File: config.mk
export PLATFORM = sky130hd
export DESIGN_NAME = cvxif_copro_responder
export DESIGN_NICKNAME = d
export VERILOG_FILES = /design/src/rtl/cvxif_copro_pkg.sv /design/src/rtl/cvxif_copro_alu.sv /design/src/rtl/cvxif_copro_responder.sv
export SDC_FILE = /design/constraint.sdc
export NUM_CORES = 2
export LEC_CHECK = 0
export ABC_AREA = 1
export BUFFER_PORTS_ARGS = -buffer_cell sky130_fd_sc_hd__buf_2
export CAP_MARGIN = 20
export CORE_UTILIZATION = 58
export DETAILED_ROUTE_END_ITERATION = 10
export PLACE_DENSITY = 0.79
export SETUP_SLACK_MARGIN = 0.1
export SYNTH_ARGS = -nofsm -noshare
export SYNTH_HDL_FRONTEND = slang
export SYNTH_SLANG_ARGS = --single-unit
File: constraint.sdc
create_clock -name clk_i -period 7.9 [get_ports clk_i]
set_input_delay 2.37 -clock clk_i [delete_from_list [all_inputs] [get_ports clk_i]]
set_output_delay 2.37 -clock clk_i [all_outputs]
set_load 0.005 [all_outputs]
File: src/rtl/cvxif_copro_pkg.sv
// cvxif_copro_pkg: shared types and constants for the CV-X-IF coprocessor responder.
// CVXIF_COPRO_RS3_EN adds a third source operand and the CUS_ADD3 instruction.
package cvxif_copro_pkg;
    localparam int CX_XLEN = 32;
    localparam int CX_ID_W = 3;
    localparam int CNT_W = 8;
`ifdef CVXIF_COPRO_RS3_EN
    localparam int NRS = 3;
`else
    localparam int NRS = 2;
`endif
    localparam logic [6:0] CUSTOM0_OPCODE = 7'h0B;
    typedef enum logic [2:0] {CUS_ADD = 3'd0, CUS_NOP = 3'd1, CUS_MUL = 3'd2, CUS_ADD3 = 3'd3} funct3_e;
    typedef struct packed {
        logic accept;
        logic writeback;
        logic [CNT_W-1:0] lat;
    } decode_t;
    typedef struct packed {
        logic valid;
        logic [CX_ID_W-1:0] id;
        logic [4:0] rd;
        logic [CX_XLEN-1:0] data;
        logic we;
        logic committed;
        logic killed;
        logic [CNT_W-1:0] cnt;
    } entry_t;
endpackage

File: src/rtl/cvxif_copro_alu.sv
// cvxif_copro_alu: combinational custom-0 decode and result computation.
// CVXIF_COPRO_RS3_EN enables CUS_ADD3 on the third operand slice.
module cvxif_copro_alu
    import cvxif_copro_pkg::*;
#(
    parameter int XLEN = CX_XLEN,
    parameter int MUL_LAT = 4
) (
    input  logic [6:0]          opcode,
    input  logic [2:0]          funct3,
    input  logic [NRS*XLEN-1:0] rs,
    input  logic [NRS-1:0]      rs_valid,
    output decode_t             dec,
    output logic [XLEN-1:0]     result
);
    logic [XLEN-1:0] rs1, rs2;
    logic ok;
    always_comb begin
        rs1 = rs[XLEN-1:0];
        rs2 = rs[2*XLEN-1:XLEN];
        ok = (opcode == CUSTOM0_OPCODE) && (&rs_valid[1:0]);
        dec = '0;
        result = '0;
        case (funct3)
            CUS_ADD: begin
                dec.accept = ok;
                dec.writeback = ok;
                result = rs1 + rs2;
            end
            CUS_NOP: dec.accept = ok;
            CUS_MUL: begin
                dec.accept = ok;
                dec.writeback = ok;
                dec.lat = CNT_W'(MUL_LAT - 1);
                result = rs1 * rs2;
            end
`ifdef CVXIF_COPRO_RS3_EN
            CUS_ADD3: begin
                dec.accept = ok && rs_valid[2];
                dec.writeback = ok && rs_valid[2];
                result = rs1 + rs2 + rs[3*XLEN-1:2*XLEN];
            end
`endif
            default: ;
        endcase
    end
endmodule

File: src/rtl/cvxif_copro_responder.sv
// cvxif_copro_responder: CV-X-IF responder with an in-order in-flight buffer.
// CVXIF_COPRO_RS3_EN widens the operand ports to three sources.
module cvxif_copro_responder
    import cvxif_copro_pkg::*;
#(
    parameter int XLEN = CX_XLEN,
    parameter int ID_WIDTH = CX_ID_W,
    parameter int DEPTH = 4,
    parameter int MUL_LAT = 4
) (
    input  logic                clk_i,
    input  logic                rst_i,
    input  logic                issue_valid_i,
    output logic                issue_ready_o,
    input  logic [31:0]         issue_instr_i,
    input  logic [ID_WIDTH-1:0] issue_id_i,
    input  logic [NRS*XLEN-1:0] issue_rs_i,
    input  logic [NRS-1:0]      issue_rs_valid_i,
    output logic                issue_accept_o,
    output logic                issue_writeback_o,
    input  logic                commit_valid_i,
    input  logic [ID_WIDTH-1:0] commit_id_i,
    input  logic                commit_kill_i,
    output logic                result_valid_o,
    input  logic                result_ready_i,
    output logic [ID_WIDTH-1:0] result_id_o,
    output logic [4:0]          result_rd_o,
    output logic [XLEN-1:0]     result_data_o,
    output logic                result_we_o
);
    localparam int PW = $clog2(DEPTH);
    entry_t ent_q [DEPTH];
    entry_t hd;
    logic [PW-1:0] head, tail;
    logic [PW:0] count;
    decode_t dec;
    logic [XLEN-1:0] alu_res;
    logic push, pop, same_id;
    logic unused_instr;
    assign unused_instr = ^issue_instr_i[31:15];

    cvxif_copro_alu #(.XLEN(XLEN), .MUL_LAT(MUL_LAT)) alu (
        .opcode(issue_instr_i[6:0]),
        .funct3(issue_instr_i[14:12]),
        .rs(issue_rs_i),
        .rs_valid(issue_rs_valid_i),
        .dec(dec),
        .result(alu_res)
    );

    always_comb begin
        hd = ent_q[head];
        issue_ready_o = count != (PW+1)'(DEPTH);
        issue_accept_o = dec.accept;
        issue_writeback_o = dec.writeback;
        result_valid_o = hd.valid && hd.committed && !hd.killed && hd.we && hd.cnt == '0;
        result_id_o = result_valid_o ? hd.id : '0;
        result_rd_o = result_valid_o ? hd.rd : '0;
        result_data_o = result_valid_o ? hd.data : '0;
        result_we_o = result_valid_o;
        pop = hd.valid && (hd.killed || (hd.committed && !hd.we) || (result_valid_o && result_ready_i));
        push = issue_valid_i && issue_ready_o && dec.accept;
        same_id = commit_valid_i && commit_id_i == issue_id_i;
    end

    always_ff @(posedge clk_i or posedge rst_i) begin
        if (rst_i) begin
            for (int i = 0; i < DEPTH; i++) ent_q[i] <= '0;
            head <= '0;
            tail <= '0;
            count <= '0;
        end else begin
            for (int i = 0; i < DEPTH; i++) begin
                if (ent_q[i].cnt != '0) ent_q[i].cnt <= ent_q[i].cnt - 1'b1;
                if (commit_valid_i && ent_q[i].valid && ent_q[i].id == commit_id_i) begin
                    if (commit_kill_i) ent_q[i].killed <= 1'b1;
                    else ent_q[i].committed <= 1'b1;
                end
            end
            // a commit aimed at the ID being pushed this cycle lands on the new entry
            if (push) begin
                ent_q[tail] <= '{valid: 1'b1, id: issue_id_i, rd: issue_instr_i[11:7], data: alu_res,
                                 we: dec.writeback, committed: same_id && !commit_kill_i,
                                 killed: same_id && commit_kill_i, cnt: dec.lat};
                tail <= tail + 1'b1;
            end
            if (pop) begin
                ent_q[head].valid <= 1'b0;
                head <= head + 1'b1;
            end
            count <= count + (PW+1)'(push) - (PW+1)'(pop);
        end
    end
endmodule

### Word-level counts from Yosys, hierarchy flattened

Index checks and enable logic that the tools add are counted.

* register bits: 215
* bits of input ports: 110

* add/sub/neg operators: 9
* multipliers: 1
* $lt $le $gt $ge: 4
* eq/ne operators: 9
* mux-type cells: 34
* bitwise logic cells: 2
* reduce and logical (&&, ||, !) cells: 37

Operators with widths (count)
* $bwmux W208: 2
* $mux W208: 2
* $demux W52 S2: 2
* $mux W52: 4
* $bmux W52 S2: 1
* $pmux W32 S2: 1
* $add A32 B32 Y32: 1
* $mul A32 B32 Y32: 1
* $mux W32: 1
* $mux W8: 4
* $reduce_bool A8 Y1: 4
* $sub A8 B1 Y8 const B: 4
* $logic_and A1 B1 Y1: 23
* $eq A3 B3 Y1: 5
* $mux W1: 10
* $mux W2: 5
* $logic_not A8 Y1: 1
* $eq A7 B4 Y1 const B: 1
* $ge A3 B3 Y1 const B: 2
* $lt A3 B1 Y1 const B: 2
* $not A2 Y3: 2
* $mux W5: 1
* $add A2 B1 Y2 const B: 2
* $add A3 B1 Y3: 1
* 11 further kinds: 14

### Logic depth before layout (Yosys ltp)

* depth after elaboration: 12
* mapped depth: 35

### Cells and area by module

Synthesis repeated with hierarchy kept, for this count alone.

* cell total of the unflattened synthesis: 3943
* area total of the unflattened synthesis: 29462.0 sq um

Modules (own cells, without submodules)
* cvxif_copro_alu: times used 1, cells each 2641, area an instance 18834.3 sq um
* cvxif_copro_responder: times used 1, cells each 1302, area an instance 10627.7 sq um

### Least setup slack after synthesis

Ideal clock, no wire load.

* kind: in2reg
* start point: input port issue_rs_i[38]
* end point: register (tool-made name)
* library setup time: 0.131 ns
* arrival: 8.648 ns
* slack: -0.880 ns
* stages on the path: 29
* buffers on the path: 2
* path through: clkbuf_1 > clkbuf_1 > nand2_1 > inv_1 > fa_1 > fa_1 > fa_1 > inv_1 > fa_1 > inv_1 > fa_1 > inv_1 > fa_1 > inv_1 > fa_1 > fa_1 > ha_1 > nand2_1 > nor4_2 > nand4_1 > nand3_1 > nand2_1 > nand2_1 > a21boi_0 > or2_0 > nand3_1 > nand2_1 > nand2_1 > o21ai_0

RTL lines
* start, declared: RTL line cvxif_copro_responder.sv:17 `input logic [NRS*XLEN-1:0] issue_rs_i,`

==> flow_metrics.tcl <==
set metrics [dict create \
    end_kind "register" \
    syn-num-nets 4598 \
    critical_path_class "in -> reg" \
    ios 155 \
    die_y_um 225.1 \
    synth_cell_types 56 \
    drc 0 \
    fill_cells 3479 \
    timing.fmax_mhz 120.0 \
    crit_slowest_cell "fa_2" \
    slew_violations 0 \
    synth_edf_count 0 \
    firstDrtPassIters 6 \
    layout_common_cells "1009 x nand2_1, 877 x inv_1, 384 x fa_1" \
    layout_setup_ws_ps -431.3 \
    cp.depth 27 \
    dp_hpwl_um 64910 \
    wire_per_inst_um 18.30 \
    run_status "finished with violations" \
    clk_pin_slew_worst_paths_ps 70 \
    cts_max_path_buffers 3 \
    ys_ff_latch 215 \
    holdWs_ps 469.1 \
    fp.dieW_um 225.1 \
    setup_violations 67 \
    cp_top_family "adder cells" \
    path_buf_inv 7 \
    crit_arrival_ps 8800 \
    synthTopCellsByArea "fa_1 28%, dfrtp_1 19%, nand2_1 14%" \
    path_max_fanout 6 \
    num_vias 27170 \
    setup.worst_path.start "issue_rs_i[19]" \
    layout_commonest_cell "nand2_1" \
    cts_buffers 21 \
    finalCritPeriodShare_pct 105.5 \
    coreArea_um2 49050 \
    grt_usage_pct 36.29 \
    r2r_cells 15 \
    root_buffer "clkbuf_16" \
    hold_buffers 0 \
    yosys_warnings 0 \
    required_ps 8360 \
    finalCriticalPeriod_ps 8331 \
    synth.largest_area_cell "fa_1" \
    drtAntennaViolNets 0 \
    rsz0062_at_grt "true" \
    wl_um 89860 \
    hp-class "reg -> reg" \
    fin_nets 4922 \
    cts_sinks 215 \
    netlist.area_leader.share_pct 28.43 \
    cp-start-kind "input port" \
    grt_overflow 0 \
    slew_headroom_pct 23.25 \
    gp_congestion 0.9474 \
    r2r_start "head[0]$_DFFE_PP0P_" \
    start_util_pct 58.87 \
    drt_iter0_markers 2811 \
    r2r_setup_slack_ps 3020 \
    cts_tree "built" \
    violations "setup timing" \
    htree_levels 1 \
    synthArstFlopShare_pct 100.0 \
    avgSynthCellArea_um2 7.393 \
    ys_seq_area_share_pct 18.63 \
    grt_max_degree 178 \
    cp_common_cell "nand2_1" \
    maxCapViolCount 0 \
    tightestPinTransition_ps 1150 \
    pre_cts_ws_ps -1176 \
    port_buffers 137 \
    cpPeakStageDelay_ps 630 \
    ys.flop_type "dfrtp_1" \
    grt_pass1_wl_um 143500 \
    layout-drive-gt1-share_pct 19.50 \
    synthCells 3906 \
    grt_pass1_vias 27220 \
    fin_skew_ps 20.40 \
    syn_to_final_growth_pct 22.77 \
    r2r-end "count[2]$_DFF_PP0_" \
    insertion_delay_ps 530 \
    fp.dieArea_um2 50680 \
    syn_area_um2 28880 \
    antenna_found_initial 3 \
    viasPerCell 5.535 \
    num_rows 81 \
    report.final.hold_viol_count 0 \
]
## layer usage
metal	track usage (%)	wire, µm	up-vias
met4	13.50	4449	0
met1	49.48	34690	13160
li1	-	-	12270
met3	6.010	8771	307
met5	0	0	-
met2	58.41	41940	1438
## how the worst min path moves through the flow
stage	to	slack, ps	depth (start not counted)
floorplan	register	440	2
detailed placement	register	460	2
finish	register	470	2
CTS	register	480	2
global placement	register	460	2
global route	register	490	2
## kinds of logic (layout without fill, tap and decap cells)
| family | after synthesis | after routing | share of synthesized area, % |
|---|---|---|---|
| multiplexers | 1 | 1 | 0.03900 |
| AND/OR/NAND/NOR | 1439 | 1439 | 19.83 |
| flip-flops | 215 | 215 | 18.63 |
| AO/OA/AOI/OAI | 517 | 517 | 9.620 |
| XOR/XNOR | 50 | 50 | 1.517 |
| buffers and inverters | 1102 | 1438 | 14.49 |
| other | 0 | 3 | 0 |
| adder cells (fa/ha/maj) | 582 | 582 | 35.88 |
## worst min-delay path, stage by stage (launching register included)
cell and delay (ps):
dfrtp_1 330, nand2_1 50, nand2_1 50
## metrics by stage
step | instances | utilization, % | instance area [µm²] | TNS, ps
finish | 4909 | 72.27 | 35450 | -18440
global route | 4908 | 72.27 | 35450 | -33030
CTS | 4888 | 70.83 | 34740 | -5125
detailed placement | 4804 | 65.61 | 32180 | -76310
global placement | 4804 | 65.61 | 32180 | -72050
floorplan | 3906 | - | 29540 | -11110
## area by class of cell
class | count | area [µm²] | share of cell area (%)
Antenna cell | 3 | 7.507 | 0.02118
Clock buffer | 27 | 588.1 | 1.659
Clock inverter | 8 | 137.6 | 0.3882
Inverter | 926 | 3481 | 9.819
Multi-Input combinational cell | 2589 | 20840 | 58.78
Sequential cell | 215 | 5384 | 15.19
Tap cell | 664 | 830.8 | 2.343
Timing Repair Buffer | 477 | 4185 | 11.81
## cell usage after synthesis, drive strengths merged, types with 3 or more instances
| cell type | count |
|---|---|
| nand2 | 1098 |
| inv | 924 |
| fa | 410 |
| o21ai | 277 |
| dfrtp | 215 |
| a21oi | 181 |
| nor2 | 181 |
| ha | 172 |
| clkbuf | 137 |
| nand3 | 91 |
| buf | 39 |
| xor2 | 36 |
| nand4 | 15 |
| xnor2 | 14 |
| nand3b | 13 |
| nor3 | 13 |
| nor4 | 13 |
| or2 | 12 |
| o21bai | 10 |
| o211ai | 8 |
| a32o | 6 |
| a21o | 4 |
| a22oi | 4 |
| o31ai | 4 |
| a21boi | 3 |
| o2111ai | 3 |
| o22ai | 3 |
## repair_timing
item,in CTS,in global routing
resized for setup,363,172
cloned,7,0
setup buffers,45,20
endpoints found under the setup margin,84,88
pin swaps,150,66
Power is not shown: default switching activity piles up to over one toggle a cycle in this logic, so the estimate is an artifact.
